## config.mk

```make
export PLATFORM = sky130hd
export DESIGN_NAME = pc_jump_unit
export DESIGN_NICKNAME = d
export VERILOG_FILES = /design/src/rtl/pc_jump_unit.sv
export SDC_FILE = /design/constraint.sdc
export NUM_CORES = 1
export LEC_CHECK = 0
export ABC_AREA = 1
export BUFFER_PORTS_ARGS = -buffer_cell sky130_fd_sc_hd__buf_4
export CORE_MARGIN = 10
export CORE_UTILIZATION = 40
export CTS_BUF_LIST = sky130_fd_sc_hd__clkbuf_8 sky130_fd_sc_hd__clkbuf_16
export DETAILED_ROUTE_END_ITERATION = 10
export GPL_ROUTABILITY_DRIVEN = 0
export GPL_TIMING_DRIVEN = 0
export PLACE_DENSITY = 0.71
export SYNTH_ARGS = -nofsm -noshare
export SYNTH_HDL_FRONTEND = slang
export SYNTH_SLANG_ARGS = --single-unit
```

## constraint.sdc

```tcl
create_clock -name Clk -period 2.2 [get_ports Clk]
set_clock_uncertainty 0.2 [all_clocks]
set_input_delay 0.22 -clock Clk [delete_from_list [all_inputs] [get_ports Clk]]
set_output_delay 0.22 -clock Clk [all_outputs]
set_load 0.01 [all_outputs]
```

## src/rtl/pc_jump_unit.sv

```systemverilog
// Program counter with conditional/unconditional redirect resolution.
// A taken redirect that arrives while the pipeline is stalled is buffered
// and applied on the first unstalled edge. One redirect can be buffered.
// A one-cycle Flush pulse marks the cycle in which PC first shows a redirect
// target. A saturating counter tallies taken redirects for the debug display.
module pc_jump_unit #(
    parameter int PC_W     = 6,
    parameter int OFF_W    = 8,
    parameter int CNT_W    = 8,
    parameter int RESET_PC = 0
) (
    input  logic             Clk,
    input  logic             Resetn,
    input  logic             Stall,
    input  logic             BrValid,
    output logic             BrReady,
    input  logic [1:0]       BrMode,
    input  logic             Zero,
    input  logic [OFF_W-1:0] BrOffset,
    input  logic [PC_W-1:0]  JTarget,
    output logic [PC_W-1:0]  PC,
    output logic [PC_W-1:0]  PCNext,
    output logic             Flush,
    output logic [CNT_W-1:0] TakenCnt
);

    typedef enum logic {
        ST_IDLE    = 1'b0,
        ST_PENDING = 1'b1
    } state_t;

    localparam logic [1:0] MODE_BEQ = 2'b00;
    localparam logic [1:0] MODE_BNE = 2'b01;
    localparam logic [1:0] MODE_JMP = 2'b11;

    state_t            state_q;
    logic [PC_W-1:0]   pc_q;
    logic [PC_W-1:0]   pend_tgt_q;
    logic              flush_q;
    logic [CNT_W-1:0]  cnt_q;

    logic [PC_W-1:0]   pc_inc;
    logic [PC_W-1:0]   off_ext;
    logic [PC_W-1:0]   target;
    logic              accept;
    logic              cond_ok;
    logic              take;

    // Offset reduced to PC width: only its low PC_W bits matter when it is
    // wider than PC, otherwise it is sign-extended up to PC width.
    generate
        if (OFF_W >= PC_W) begin : g_off_trunc
            assign off_ext = BrOffset[PC_W-1:0];
        end else begin : g_off_sext
            assign off_ext = {{(PC_W-OFF_W){BrOffset[OFF_W-1]}}, BrOffset};
        end
    endgenerate

    assign pc_inc  = pc_q + {{(PC_W-1){1'b0}}, 1'b1};
    assign BrReady = (state_q == ST_IDLE);
    assign accept  = BrValid & BrReady;

    // Branch condition and redirect target; arithmetic wraps modulo 2^PC_W.
    always_comb begin
        cond_ok = 1'b1;
        if (BrMode == MODE_BEQ) begin
            cond_ok = Zero;
        end else if (BrMode == MODE_BNE) begin
            cond_ok = ~Zero;
        end
        take   = accept & cond_ok;
        target = (BrMode == MODE_JMP) ? JTarget : (pc_inc + off_ext);
    end

    // PC / redirect-buffer state machine with registered Flush pulse.
    always_ff @(posedge Clk or negedge Resetn) begin
        if (!Resetn) begin
            state_q    <= ST_IDLE;
            pc_q       <= PC_W'(RESET_PC);
            pend_tgt_q <= '0;
            flush_q    <= 1'b0;
        end else begin
            case (state_q)
                ST_IDLE: begin
                    if (!Stall) begin
                        pc_q    <= take ? target : pc_inc;
                        flush_q <= take;
                    end else begin
                        flush_q <= 1'b0;
                        if (take) begin
                            pend_tgt_q <= target;
                            state_q    <= ST_PENDING;
                        end
                    end
                end
                ST_PENDING: begin
                    if (!Stall) begin
                        pc_q    <= pend_tgt_q;
                        flush_q <= 1'b1;
                        state_q <= ST_IDLE;
                    end else begin
                        flush_q <= 1'b0;
                    end
                end
                default: begin
                    state_q <= ST_IDLE;
                    flush_q <= 1'b0;
                end
            endcase
        end
    end

    // Saturating count of taken redirects, counted at acceptance even if stalled.
    always_ff @(posedge Clk or negedge Resetn) begin
        if (!Resetn) begin
            cnt_q <= '0;
        end else if (take && (cnt_q != {CNT_W{1'b1}})) begin
            cnt_q <= cnt_q + {{(CNT_W-1){1'b0}}, 1'b1};
        end
    end

    assign PC       = pc_q;
    assign PCNext   = pc_inc;
    assign Flush    = flush_q;
    assign TakenCnt = cnt_q;

endmodule

```

### After elaboration in Yosys (flattened, before gate mapping)

Index checks and enable logic that the tools add are counted.
W data, S select, Z words.

* add/subtract/negate cells: 3
* multipliers: 0
* div/mod/pow operators: 0
* order comparisons: 0
* equality and inequality tests: 5
* shifts and indexed selects: 0
* muxes and demuxes: 14
* bitwise gates (word level): 4
* reductions and logical operators: 4

Operators by type and width (count)
* $mux W6: 4
* $pmux W6 S2: 1
* $add A8 B1 Y8 const B: 1
* $ne A8 B8 Y1 const B: 1
* $mux W1: 7
* $add A6 B1 Y6 const B: 1
* $add A6 B6 Y6: 1
* $ne A2 B2 Y1 const B: 2
* $pmux W1 S2: 2
* $reduce_and A3 Y1: 1
* $and A1 B1 Y1: 2
* $eq A2 B1 Y1 const B: 1
* $eq A2 B2 Y1 const B: 1
* $logic_not A2 Y1: 1
* $not A1 Y1: 2
* $reduce_and A2 Y1: 1
* $logic_and A1 B1 Y1: 1

* bits in registers: 22
* latch bits: 0
* bits in writable memories: 0
* ROM bits: 0
* output and inout bits: 22
* word-level logic and storage cells: 35
* memories kept: 0

### Logic depth before layout (Yosys ltp)

* depth in word-level cells: 7
* gate-level depth with buffers: 14

### Worst setup path before layout

Ideal clock, no wire load.

* path kind: reg2reg
* start point: reg pc_q[0], in the netlist PC[0]
* end point: reg pend_tgt_q[5]
* arrival time: 1.945 ns
* setup slack: -0.071 ns
* cell stages (with the launch flop): 12
* path buffers: 0
* period minus slack after synthesis: 2.271 ns
* path through: dfrtp_1 ha_1 xor2_1 ha_1 nand2_1 nand2_1 o21ai_0 nand2_1 nand3_1 nand3_2 nand3_1 o21ai_0

* word-level cells in the longest chain between the ends: 3

Ends and longest elaborated chain
* start: declaration: line 37 `logic [PC_W-1:0] pc_q;`
* start signal: assignment: line 79 `pc_q <= PC_W'(RESET_PC);`
* start signal: assignment: line 86 `pc_q <= take ? target : pc_inc;`
* start signal: assignment: line 98 `pc_q <= pend_tgt_q;`
* $add A6 B1 Y6: line 59 `assign pc_inc = pc_q + {{(PC_W-1){1'b0}}, 1'b1};`
* named net PCNext[2]: line 22 `output logic [PC_W-1:0] PCNext,`
* $add A6 B6 Y6: line 72 `target = (BrMode == MODE_JMP) ? JTarget : (pc_inc + off_ext);`
* $mux W6: line 72
* end signal: assignment: line 91 `pend_tgt_q <= target;`
* end: declaration: line 38 `logic [PC_W-1:0] pend_tgt_q;`

The timed path passes the listed nets, and every way through them passes these cells.
A chain may end at the register's enable or synchronous reset.

### Final worst setup path

* start point: reg pc_q[1], in the netlist PC[1]
* end point: reg pc_q[4], in the netlist PC[4]

* word-level cells in the longest chain between the ends: 6

Ends and longest elaborated chain
* $add A6 B1 Y6 *: line 59
* $add A6 B6 Y6: line 72
* $mux W6: line 72
* $mux W6 *: line 86
* $mux W6 *: line 85 `if (!Stall) begin`
* $pmux W6 S2 *: line 83 `case (state_q)`

Every way passes the cells marked *; elsewhere a longest branch is shown, timed or not. The select of a mux whose other input is x is not followed.

==> summary.md <==
| Metric | Value |
|---|---|
| Avg Inst Size Synth | between 8 and 9 um2 |
| Worst-margin pin slew | ~0.3 ns |
| Fillcell total | 291 |
| CTS buffer count | 3 |
| GRT Total Usage | 11.1% |
| Die Height | between 70 and 80 um |
| Critical path peak fanout | 4 |
| Req. time, crit path | approximately 2.1 ns |
| Critical Path Source | PC[1] |
| IO buf count | 40 |
| Root Buffer | clkbuf_8 |
| Post-Route WL | 3.93 mm |
| Post-synthesis cell area | roughly 1400 um2 |
| Hold Path Origin | JTarget[1] |
| Final Hold Violating Endpoints | 0 |
| Clock Latency Late Sink | between 0.2 and 0.3 ns |
| Hold Path Class | input pin to flip-flop |
| Global-route wire length before repair | approximately 5.7 mm |
| Synthesized instance count | 178 |
| Core area | 3390 um2 |
| Overflow after GRT | 0 |
| # diodes | 0 |
| Critical path arrival | between 2 and 2.5 ns |
| Worst Hold End | pend_tgt_q[1] |
| Flops & latches, synth | 22 |
| Drt pass-1 iters | 4 |
| Max_cap viols | 0 |
| I/O Pins | between 40 and 50 |
| Largest net degree at the start of global routing | 23 |
| YS warnings | 0 |
| Crit start category | flip-flop |
| Worst VDD drop | ~0.47 mV |
| CP endpoint kind | flip-flop |
| Final net count | 265 |
| Final Cycle Share | 98.1% |
| Minimum clock period | about 2.2 ns |
| Vias per inst | slightly above 5 |
| F_max | 463 MHz |
| Most frequent cells in the layout | 48 x buf_4, 35 x nand2_1, 21 x dfrtp_1 |
| Reg2reg setup slack | 0.04 ns |
| Area grow syn2layout | 47.2% |
| Antenna violations before repair | 0 |
| Die width | approximately 80 um |
| CTS tree | yes |
| Max-slew violations | 0 |
| Synthesized Nets | about 210 |
| DR iter-0 viols | roughly 120 |
| Deepest clock path buffer count | 2 |
| Sink Count | 22 |
| Worst r2r path cells | 11 |
| Row Count | 21 |
| ANT nets after route | 0 |
| Reg clk slew, reported paths | around 0.08 ns |
| Layout cell share with drive strength beyond 1 | a little under two fifths |
| Hold WS | 0.0689 ns |
| Post-synthesis cell type count | 26 |
| Status | finished clean |
| Die area | 6360 um2 |
| Layout Utilization | approximately 62% |
| Crit Path Category | flip-flop to flip-flop |
| Sequential area share after synthesis | 38.5% |
| Register area | roughly 550 um2 |
| H-tree levels | 1 |
| Unrepaired setup endpoints after global routing | true |
| Pwr Total | 2570 uW |
| Max-slew headroom | between 70 and 80% |
| Vias in the first global route | 1261 |
| Leakage Power | just over 0.001 uW |
| Residual DRC count | 0 |
| Most common cell after layout, fill and taps aside | buf_4 |
| Multi-input gate area | approximately 900 um2 |
| RR Endpoint | PC[4] |
| Placed inst area | approximately 1800 um2 |
| Hold depth | 3 |
| WL/cell | about 14 um |
| Post-layout instance area | approximately 2100 um2 |
| Final Setup Violations | 0 |
| Worst reg2reg path startpoint | PC[1] |
| DPL Wire Length | 2.80 mm |
| Initial Utilization | 42.2% |
| Power per Cell Area | around 1200 nW/um2 |
| Routed vias | between 1000 and 1500 |
[where the power goes]
part	switching [uW]	leakage, uW	internal (uW)
Sequential	171	0.000266	550
Combinational	737	0.000709	744
Clock	126	0.0000357	243
Total	1030	0.00101	1540
[synthesized netlist by cell type, drive strengths merged]
master	instances	area, um2
a21oi	8	40.0
a31oi	3	18.8
buf	1	5.00
clkinv	1	8.76
dfrtp	22	551
fa	1	20.0
ha	8	100
inv	24	90.1
mux2	1	11.3
nand2	39	154
nand3	20	118
nand3b	1	11.3
nand4	1	6.26
nor2	13	66.3
nor3	1	5.00
o211ai	2	15.0
o21ai	18	90.1
o21bai	1	7.51
or2	1	6.26
xnor2	5	43.8
xor2	7	61.3
[cells by family after synthesis]
kind of cell             count (synthesis)  synth area share (%)
buffers and inverters                   26                  7.27
XOR/XNOR                                12                  7.36
AND/OR/NAND/NOR                         76                  25.7
flip-flops                              22                  38.5
adder cells (fa/ha/maj)                  9                  8.41
multiplexers                             1                 0.788
AO/OA/AOI/OAI                           32                  12.0
[how the worst max path moves through the flow]
stage	end	slack, ns	cells past startpoint
after floorplan	pend_tgt_q[5]	0.002	11
after global placement	pend_tgt_q[5]	-0.13	11
after detailed placement	pend_tgt_q[5]	-0.14	11
after CTS	pend_tgt_q[5]	0.003	13
after global routing	PC[4]	-0.06	11
final	PC[4]	0.04	11
[timing repair]
| item | 4_1_cts | 5_1_grt |
|---|---|---|
| buffers inserted | 2 | 8 |
| gates resized for setup | 3 | 31 |
| pin swaps | 1 | 11 |
| setup endpoints to repair | 7 | 9 |
| hold endpoints to repair | 24 | 0 |
| hold buffers | 2 | 0 |
[metrics by stage]
stage / setup slack [ns] / instances / setup TNS [ns]
5_1_grt: -0.0597 / 280 / -0.247
3_5_place_dp: -0.136 / 264 / -0.461
2_1_floorplan: 0.00215 / 178 / 0
6_report: 0.0421 / 280 / 0
3_3_place_gp: -0.132 / 264 / -0.360
4_1_cts: 0.00282 / 272 / 0
[metal layers]
metal  global-route usage, %  part of all wire (%)
met5                       0                     0
met4                    3.17                  0.43
met3                    3.60                   7.2
met2                    18.8                    51
met1                    13.1                    41
[area by class of cell]
type | instances | share of cell area [%]
plain buffers | 1 | 0.238
clock buffers | 3 | 1.96
multi-input cells | 130 | 43.5
flip-flops and latches | 22 | 26.2
clock inverters | 1 | 1.43
well taps | 46 | 2.74
inverters | 25 | 4.70
repair buffers | 52 | 19.2
[registers in the layout, indices dropped and copies added (netlist names)]
signal	cells
state_q	1
TakenCnt	8
PC	6
Flush	1
pend_tgt_q	6
[worst max-delay path: stages (launching register included)]
cell and delay [ns]:
dfrtp_1 0.44, buf_6 0.15, nand3_4 0.09, xor2_2 0.16
inv_2 0.13, ha_4 0.22, a21oi_2 0.13, nand2_1 0.08
xnor2_1 0.14, nand2_1 0.09, o211ai_1 0.09, a31oi_1 0.10
Note: power is estimated with default switching activity, not from simulation.
